--- src/rtl/filtros_s2_loader_pkg.sv ---
// Shared constants, FSM state type and counter helper for the stride-2
// filter loader and its convolution read side.
package filtros_pkg;

    localparam int NUM_FILT       = 4;
    localparam int K              = 3;
    localparam int CH             = 3;
    localparam int WORDS_PER_FILT = 27;
    localparam int TOTAL_WORDS    = 108;

    // Largest row/col/channel index and largest filter index.
    localparam logic [1:0] IDX_MAX  = 2'(K - 1);
    localparam logic [1:0] FILT_MAX = 2'(NUM_FILT - 1);

    typedef enum logic [1:0] {
        IDLE   = 2'd0,
        LOAD   = 2'd1,
        COMMIT = 2'd2
    } loader_state_t;

    // Increment that returns to zero after reaching max.
    function automatic logic [1:0] wrap_inc(input logic [1:0] v, input logic [1:0] max);
        return (v == max) ? 2'd0 : v + 2'd1;
    endfunction

endpackage

--- src/rtl/filtros_s2_loader_if.sv ---
// Valid/ready byte stream carrying convolution weights into the loader.
interface filtros_s2_loader_if #(
    parameter int WIDTH = 8
);
    logic [WIDTH-1:0] s_data;
    logic             s_valid;
    logic             s_ready;

    modport master (output s_data, output s_valid, input  s_ready);
    modport slave  (input  s_data, input  s_valid, output s_ready);
endinterface

--- src/rtl/filtros_s2_loader_idx_counter.sv ---
// Nested filter/row/col/channel counter. Channel is the fastest digit,
// filter the slowest; last flags the final element (3,2,2,2).
module filtro_idx_counter
    import filtros_pkg::*;
(
    input  logic       clk,
    input  logic       rst,
    input  logic       en,
    input  logic       clr,
    output logic [1:0] f,
    output logic [1:0] row,
    output logic [1:0] col,
    output logic [1:0] ch,
    output logic       last
);
    logic [1:0] f_q, f_d, row_q, row_d, col_q, col_d, ch_q, ch_d;

    // Next-count: clear has priority; each digit carries into the next on wrap.
    always_comb begin
        f_d   = f_q;
        row_d = row_q;
        col_d = col_q;
        ch_d  = ch_q;
        if (clr) begin
            f_d   = '0;
            row_d = '0;
            col_d = '0;
            ch_d  = '0;
        end else if (en) begin
            ch_d = wrap_inc(ch_q, IDX_MAX);
            if (ch_q == IDX_MAX) begin
                col_d = wrap_inc(col_q, IDX_MAX);
                if (col_q == IDX_MAX) begin
                    row_d = wrap_inc(row_q, IDX_MAX);
                    if (row_q == IDX_MAX) begin
                        f_d = wrap_inc(f_q, FILT_MAX);
                    end
                end
            end
        end
    end

    // Counter registers.
    always_ff @(posedge clk or posedge rst) begin
        if (rst) begin
            f_q   <= '0;
            row_q <= '0;
            col_q <= '0;
            ch_q  <= '0;
        end else begin
            f_q   <= f_d;
            row_q <= row_d;
            col_q <= col_d;
            ch_q  <= ch_d;
        end
    end

    assign f    = f_q;
    assign row  = row_q;
    assign col  = col_q;
    assign ch   = ch_q;
    assign last = (f_q == FILT_MAX) && (row_q == IDX_MAX) && (col_q == IDX_MAX) && (ch_q == IDX_MAX);

endmodule

--- src/rtl/filtros_s2_loader.sv ---
// Streaming loader for the four stride-2 3x3x3 filters. Words fill a shadow
// bank; the active bank seen by the convolution stage is replaced in one step
// once all 108 words have arrived, so it never shows a half-written set.
module filtros_s2_loader
    import filtros_pkg::*;
#(
    parameter int WIDTH = 8
) (
    input  logic                               clk,
    input  logic                               rst,
    input  logic                               start,
    input  logic                               abort,
    filtros_s2_loader_if.slave                 s,
    output logic [2:0][2:0][2:0][WIDTH-1:0]    Filtro1,
    output logic [2:0][2:0][2:0][WIDTH-1:0]    Filtro2,
    output logic [2:0][2:0][2:0][WIDTH-1:0]    Filtro3,
    output logic [2:0][2:0][2:0][WIDTH-1:0]    Filtro4,
    output logic                               weights_valid,
    output logic                               busy,
    output logic                               done
);
    typedef logic [2:0][2:0][2:0][WIDTH-1:0] filt_t;
    typedef filt_t [NUM_FILT-1:0]            bank_t;

    loader_state_t state_q, state_d;
    bank_t         shadow_q, shadow_d;
    bank_t         active_q, active_d;
    logic          wvalid_q, wvalid_d;
    logic          s_ready_q, s_ready_d;

    logic [1:0] idx_f, idx_row, idx_col, idx_ch;
    logic       idx_last;
    logic       xfer, cnt_en, cnt_clr, load_last;

    // Abort beats a same-cycle transfer: the word is dropped and nothing commits.
    assign xfer      = s.s_valid && s_ready_q;
    assign cnt_en    = xfer && !abort;
    assign cnt_clr   = (state_q != LOAD) || abort;
    assign load_last = cnt_en && idx_last;

    filtro_idx_counter u_idx (
        .clk  (clk),
        .rst  (rst),
        .en   (cnt_en),
        .clr  (cnt_clr),
        .f    (idx_f),
        .row  (idx_row),
        .col  (idx_col),
        .ch   (idx_ch),
        .last (idx_last)
    );

    // Next-state; s_ready is derived from the next state so it is a pure flop.
    always_comb begin
        state_d = state_q;
        case (state_q)
            IDLE:    if (start && !abort) state_d = LOAD;
            LOAD:    if (abort)           state_d = IDLE;
                     else if (load_last)  state_d = COMMIT;
            COMMIT:                       state_d = IDLE;
            default:                      state_d = IDLE;
        endcase
        s_ready_d = (state_d == LOAD);
    end

    // Shadow write and commit. The copy is taken on the edge of the final
    // handshake (with that word merged in), so the new set and done are both
    // visible during the COMMIT cycle.
    always_comb begin
        shadow_d = shadow_q;
        active_d = active_q;
        wvalid_d = wvalid_q;
        if (cnt_en) begin
            shadow_d[idx_f][idx_row][idx_col][idx_ch] = s.s_data;
        end
        if (load_last) begin
            active_d = shadow_d;
            wvalid_d = 1'b1;
        end
    end

    // State, handshake and bank registers.
    always_ff @(posedge clk or posedge rst) begin
        if (rst) begin
            state_q   <= IDLE;
            s_ready_q <= 1'b0;
            shadow_q  <= '0;
            active_q  <= '0;
            wvalid_q  <= 1'b0;
        end else begin
            state_q   <= state_d;
            s_ready_q <= s_ready_d;
            shadow_q  <= shadow_d;
            active_q  <= active_d;
            wvalid_q  <= wvalid_d;
        end
    end

    assign s.s_ready     = s_ready_q;
    assign Filtro1       = active_q[0];
    assign Filtro2       = active_q[1];
    assign Filtro3       = active_q[2];
    assign Filtro4       = active_q[3];
    assign weights_valid = wvalid_q;
    assign busy          = (state_q != IDLE);
    assign done          = (state_q == COMMIT);

endmodule

--- src/flat_wrapper.sv ---
// flat-port wrapper written by rule: the top's interface ports become plain ports
module filtros_s2_loader_flat import filtros_pkg::*;
#(
    parameter int WIDTH = 8
)
  (clk, rst, start, abort, Filtro1, Filtro2, Filtro3, Filtro4, weights_valid, busy, done, s_s_data, s_s_valid, s_s_ready);
  filtros_s2_loader_if #(.WIDTH(WIDTH)) s_i ();
  input  logic clk;
  input  logic rst;
  input  logic start;
  input  logic abort;
  output logic [2:0][2:0][2:0][WIDTH-1:0] Filtro1;
  output logic [2:0][2:0][2:0][WIDTH-1:0] Filtro2;
  output logic [2:0][2:0][2:0][WIDTH-1:0] Filtro3;
  output logic [2:0][2:0][2:0][WIDTH-1:0] Filtro4;
  output logic weights_valid;
  output logic busy;
  output logic done;
  input wire logic [$bits(s_i.s_data)-1:0] s_s_data;
  input wire logic [$bits(s_i.s_valid)-1:0] s_s_valid;
  output wire logic [$bits(s_i.s_ready)-1:0] s_s_ready;
  assign s_i.s_data = s_s_data;
  assign s_i.s_valid = s_s_valid;
  assign s_s_ready = s_i.s_ready;
  filtros_s2_loader #(.WIDTH(WIDTH)) u_core (.clk(clk), .rst(rst), .start(start), .abort(abort), .s(s_i), .Filtro1(Filtro1), .Filtro2(Filtro2), .Filtro3(Filtro3), .Filtro4(Filtro4), .weights_valid(weights_valid), .busy(busy), .done(done));
endmodule
--- config.mk ---
export PLATFORM = sky130hd
export DESIGN_NAME = filtros_s2_loader_flat
export DESIGN_NICKNAME = d
export VERILOG_FILES = /design/src/rtl/filtros_s2_loader_pkg.sv /design/src/rtl/filtros_s2_loader_if.sv /design/src/rtl/filtros_s2_loader_idx_counter.sv /design/src/rtl/filtros_s2_loader.sv /design/src/flat_wrapper.sv
export SDC_FILE = /design/constraint.sdc
export NUM_CORES = 2
export LEC_CHECK = 0
export CORE_UTILIZATION = 55
export DETAILED_ROUTE_END_ITERATION = 10
export DONT_BUFFER_PORTS = 1
export PLACE_DENSITY = 0.7
export SYNTH_ARGS = -nofsm -noshare
export SYNTH_HDL_FRONTEND = slang
export SYNTH_SLANG_ARGS = --single-unit
--- constraint.sdc ---
create_clock -name clk -period 86 [get_ports clk]
set_input_delay 17.2 -clock clk [delete_from_list [all_inputs] [get_ports clk]]
set_output_delay 17.2 -clock clk [all_outputs]
set_load 0.005 [all_outputs]
==> After elaboration in Yosys (flattened, before gate mapping) <==
Index checks and enable logic that the tools add are counted.
{ "word_totals": {"ff_bits": 1740, "inputBits": 13, "wordCells": 297} }
{ "classes": {"addsub": 4, "magnitude_cmp": 8, "n_eq_ne": 8, "n_mux": 32, "n_reduce_logical": 22} }
{ "ops": {"columns": ["operator", "n"], "rows": [
  ["bitwise mux 864 bit", 1],
  ["2-to-1 mux 864 bit", 1],
  ["demux 216 bit (select 2 bit)", 1],
  ["2-to-1 mux 216 bit", 1],
  ["demux 72 bit (select 2 bit)", 1],
  ["2-to-1 mux 72 bit", 1],
  ["demux 24 bit (select 2 bit)", 1],
  ["2-to-1 mux 2 bit", 21],
  ["2-to-1 mux 24 bit", 1],
  ["demux 8 bit (select 2 bit)", 1],
  ["< comparator 2 x 3 -> 1 bit, second input constant", 4],
  ["logical AND 1 bit", 11],
  ["== test 2 bit, second input constant", 5],
  ["nonzero test 2 bit", 5],
  ["adder 2 x 1 -> 2 bit, second input constant", 4],
  [">= comparator 2 x 1 -> 1 bit, second input constant", 4],
  ["2-to-1 mux 8 bit", 1],
  ["== test 2 x 1 -> 1 bit, second input constant", 2],
  ["one-hot mux 2 bit (2 select lines)", 1],
  ["AND reduction 4 bit", 1],
  ["AND reduction 3 bit", 1],
  ["zero test 2 bit", 1],
  ["!= test 2 x 1 -> 1 bit, second input constant", 1],
  ["AND reduction 2 bit", 1],
  ["other kinds (2)", 2]
]} }

==> Depth between registers and ports, before layout <==
{ "logic_depth": {"ltp_word": 12, "mapped_depth": 9} }

==> Cells and area by module <==
From an unflattened synthesis, not the netlist that was laid out.
{ "unflattened": {"cells_unflattened": 7118, "hier_area_um2": 74843.0} }
{ "modules_own_cells": {"columns": ["mod", "n_inst", "cells_each", "area_each_um2"], "rows": [
  ["filtros_s2_loader", 1, 7076, 74403.9],
  ["filtro_idx_counter", 1, 42, 439.2]
]} }

==> Least setup slack after synthesis <==
No wires, ideal clock.
{ "synth_timing": {"kind": "in2reg", "startpoint": "in abort", "endpoint": "reg u_core.active_q, in the netlist u_core.Filtro1[0]", "setup_time_ps": 125, "arrival_time_ps": 18793, "required_time_ps": 85875, "setup_slack_ps": 67082, "path_stages": 8, "path_buffers": 5, "path_cell_list": "nand4b_1 -> clkbuf_1 -> or3_1 -> buf_2 -> buf_8 -> buf_6 -> buf_6 -> mux2_4"} }
{ "synth_via": {"elab_chain_cells": 3, "elab_cells_between_ends": 4} }
{ "synth_rtl": {"columns": ["element", "line", "source"], "rows": [
  ["from (decl)", "flat_wrapper.sv:11", "input logic abort;"],
  ["zero test 1 bit (*)", "filtros_s2_loader.sv:37", "assign cnt_en = xfer && !abort;"],
  ["logical AND 1 bit (*)", "filtros_s2_loader.sv:37", null],
  ["2-to-1 mux 864 bit or logical AND 1 bit (tied branches)", "filtros_s2_loader.sv:73, filtros_s2_loader.sv:39", null],
  ["to (signal assigned)", "filtros_s2_loader.sv:94", "active_q <= active_d;"],
  ["to (decl)", "filtros_s2_loader.sv:27", "bank_t active_q, active_d;"]
]} }
Mark *: on every way between the ends. The rest lies on a longest branch, timed or not.
A chain may end at the register's enable or synchronous reset.

==> Final worst setup path <==
{ "layout_timing": {"startpoint": "in s_s_valid", "endpoint": "reg u_core.active_q, in the netlist u_core.Filtro2[42]"} }
{ "layout_via": {"elab_chain_cells": 3, "elab_cells_between_ends": 4} }
{ "layout_rtl": {"columns": ["element", "line", "source"], "rows": [
  ["from (decl)", "flat_wrapper.sv:20", "input wire logic [$bits(s_i.s_valid)-1:0] s_s_valid;"],
  ["logical AND 1 bit (*)", "filtros_s2_loader.sv:36", "assign xfer = s.s_valid && s_ready_q;"],
  ["logical AND 1 bit (*)", "filtros_s2_loader.sv:37", null],
  ["2-to-1 mux 864 bit or logical AND 1 bit (tied branches)", "filtros_s2_loader.sv:73, filtros_s2_loader.sv:39", null]
]} }
Marks and branches as above.

==> results_dict.tcl <==
set metrics [dict create \
    multi_input_area_mm2 0.0246 \
    core.rowCount 130 \
    status "completed" \
    path_clk_slew_ns 0.06 \
    globalplace.congestion 0.792 \
    syn-num-nets 4462 \
    slew_headroom 0.177 \
    p_sw_uw 339 \
    syn_avg_cell_area_um2 15.7 \
    fmax_ghz 0.0461 \
    num_io_pins 881 \
    finalPower_mw 1.61 \
    drv_cap 0 \
    die_w_um 358 \
    post_cts_buffers 0 \
    synth-main-ff-cell "dfrtp_1" \
    yosysSeqAreaShare 0.621 \
    dp_cells 5808 \
    worstSetupEndpointType "flip-flop" \
    die_h_um 358 \
    use_met3 0.102 \
    antenna_found_initial 2 \
    num-fill-cells 9292 \
    total_leakage_power_nw 39.4 \
    worst_pin_slew_ns 1.23 \
    final_antenna_net_count 0 \
    worstPathRequired_ns 86.68 \
    holdWs_ns 0.470 \
    cts_made_buffers 175 \
    core-area_mm2 0.126 \
    clkLatencyLatePin_ns 0.82 \
    worstHoldPathType "reg -> reg" \
    clkSinkCount 1732 \
    dp_hpwl_um 112000 \
    finalClockSkew_ns 0.0345 \
    drc_errors 0 \
    grt_use_total 0.290 \
    grt_use_met1 0.373 \
    synth_edf_count 0 \
    cp-start-kind "input pin" \
    place_ws_ns 63.55 \
    irDropWorstVdd_v 0.0000188 \
    dieArea_mm2 0.128 \
    seqCellArea_mm2 0.0433 \
    area_growth_pct 9.74 \
    ctsResizeCount 0 \
    switching_share 0.210 \
    grt_pass1_vias 38153 \
    yosys_warnings 0 \
    drive_above_1_share 0.430 \
    finalWorstSetupSlack_ns 64.29 \
    ys_types 44 \
    netlist_area_mm2 0.0698 \
    gr-total-overflow 0 \
    worstPathMaxFanout 95 \
    via_per_inst 6.14 \
    p_clk_frac 0.481 \
    power.density_mw_per_mm2 21.0 \
    slew_viol_final 0 \
    wl_um 187000 \
    global_route.usage.met2 0.438 \
    grt_pass1_wl_um 272000 \
    initial_core_util 0.555 \
    synthArstFlopShare 1.00 \
    setup_viol 0 \
    hold_violations 0 \
    power_frac_seq 0.507 \
    clockBufferDepth 3 \
    final_cells 6123 \
    setup_tns_ns 0 \
    p_comb_frac 0.012 \
    grt_busiest_layer "met2" \
    cts_tree "yes" \
    nets 4352 \
    htreeDepth 4 \
    min_path_cells 1 \
    ys_seq_elements 1732 \
    vias 37605 \
    cts_root_buf "clkbuf_16" \
    cp.arrival_ns 22.39 \
    drt_iter0_drc 2667 \
    rsz0062_at_grt "false" \
    numPortBuffers 0 \
    intPower_mw 1.27 \
    syn_inst 4445 \
    critPathKind "in -> reg" \
    avgRoutedWirePerCell_um 30.6 \
    period_share 0.252 \
    dr.pass1.iters 5 \
    grt_max_degree 225 \
    layout_min_cycle_time_ns 21.71 \
    r2r_cells 7 \
    ctsHoldBuffers 0 \
]
[final timing paths]
check                                               start                              end  slack, ns
max                                             s_s_valid   u_core.Filtro2[42]$_DFFE_PP0P_      64.29
min                        u_core.shadow_q[591]$_DFF_PP0_  u_core.Filtro3[159]$_DFFE_PP0P_       0.47
min in group asynchronous                             rst    u_core.shadow_q[75]$_DFF_PP0_      16.44
max in group asynchronous                             rst   u_core.shadow_q[481]$_DFF_PP0_      64.73
min reg2reg                u_core.shadow_q[591]$_DFF_PP0_  u_core.Filtro3[159]$_DFFE_PP0P_       0.47
max reg2reg                    u_core.s.s_ready$_DFF_PP0_   u_core.Filtro2[42]$_DFFE_PP0P_      79.97
[state kept, by name (all words and copies together) (netlist names)]
register and cells:
u_core.Filtro1 216, u_core.state_q 2, u_core.Filtro3 216, u_core.u_idx.col 2
u_core.shadow_q 856, u_core.u_idx.f 2, u_core.weights_valid 1, u_core.u_idx.ch 2
u_core.u_idx.row 2, u_core.Filtro4 216, u_core.Filtro2 216, u_core.s.s_ready 1
[cell usage after synthesis (3+ instances only)]
cell,number,area (um2)
dfrtp_1,1732,43300
mux2_2,937,10600
mux2_4,599,8990
o21ai_0,355,1780
clkbuf_1,256,961
o31ai_1,240,1800
nand3_1,85,425
buf_6,69,777
inv_1,37,139
nor3_2,23,230
buf_1,14,52.6
buf_2,10,50.1
nand2b_1,8,50.1
nor2_1,8,30.0
nor2b_1,6,37.5
nor4b_1,5,43.8
nor4bb_1,5,50.1
and4b_1,4,40.0
ha_1,4,50.1
nand2_1,4,15.0
nand4b_1,4,35.0
or4b_2,4,40.0
a21oi_1,3,15.0
nor3_1,3,15.0
or2_2,3,18.8
[cells by family after synthesis]
family | share of synthesized area
AO/OA/AOI/OAI | 0.0525
adder cells (fa/ha/maj) | 0.000717
buffers and inverters | 0.0286
flip-flops | 0.621
multiplexers | 0.280
AND/OR/NAND/NOR | 0.0167
[per-stage QoR]
step	instance area (um2)	utilization
2_1_floorplan	69800	-
3_3_place_gp	70700	0.562
3_5_place_dp	70700	0.562
4_1_cts	76600	0.609
5_1_grt	76600	0.609
6_report	76600	0.609
[area by class of cell]
| class | count | area share |
|---|---|---|
| Multi-Input combinational cell | 2326 | 0.321 |
| Clock inverter | 47 | 0.00825 |
| Antenna cell | 1 | 0.0000327 |
| Clock buffer | 267 | 0.0684 |
| Timing Repair Buffer | 63 | 0.00732 |
| Tap cell | 1650 | 0.0270 |
| Sequential cell | 1732 | 0.566 |
| Inverter | 37 | 0.00191 |
[per-layer routing]
layer,vias to the layer above,part of all wire
met5,-,0.000091
met4,2,0.051
met3,364,0.091
met2,1276,0.46
met1,20209,0.40
li1,15754,-
[critical path: stages]
cell and delay, ns:
nand4b_1 0.43, or3_4 0.96, buf_4 0.75, buf_4 0.75
buf_4 0.80, buf_4 0.93, mux2_4 0.35
[power by group through the flow]
| stage | Sequential, mW | Clock (mW) | Combinational [mW] |
|---|---|---|---|
| CTS | 0.817 | 0.786 | 0.0205 |
| floorplan | 0.834 | 0 | 0.0187 |
| global route | 0.817 | 0.817 | 0.0231 |
| global placement | 0.832 | 0 | 0.0203 |
| detailed placement | 0.832 | 0 | 0.0205 |
| finish | 0.817 | 0.775 | 0.0195 |
[cells in the final DEF (no fill, tap or decap), types with 3 or more instances in the layout]
cell type	instances
clkbuf_16	179
mux2_4	599
a21oi_1	3
clkbuf_8	43
mux2_2	937
inv_1	36
nor4b_2	5
or2_2	3
nand4b_1	4
inv_6	5
clkinv_2	20
ha_1	4
clkbuf_1	45
o31ai_1	240
or4b_2	4
buf_12	7
nor2_1	6
nor3_2	24
and4b_1	4
dfrtp_1	1732
o21ai_0	355
bufinv_16	11
nand2b_1	8
buf_4	56
inv_16	3
clkinvlp_4	3
nand3_1	85
Power figures use the tool's default switching activity.
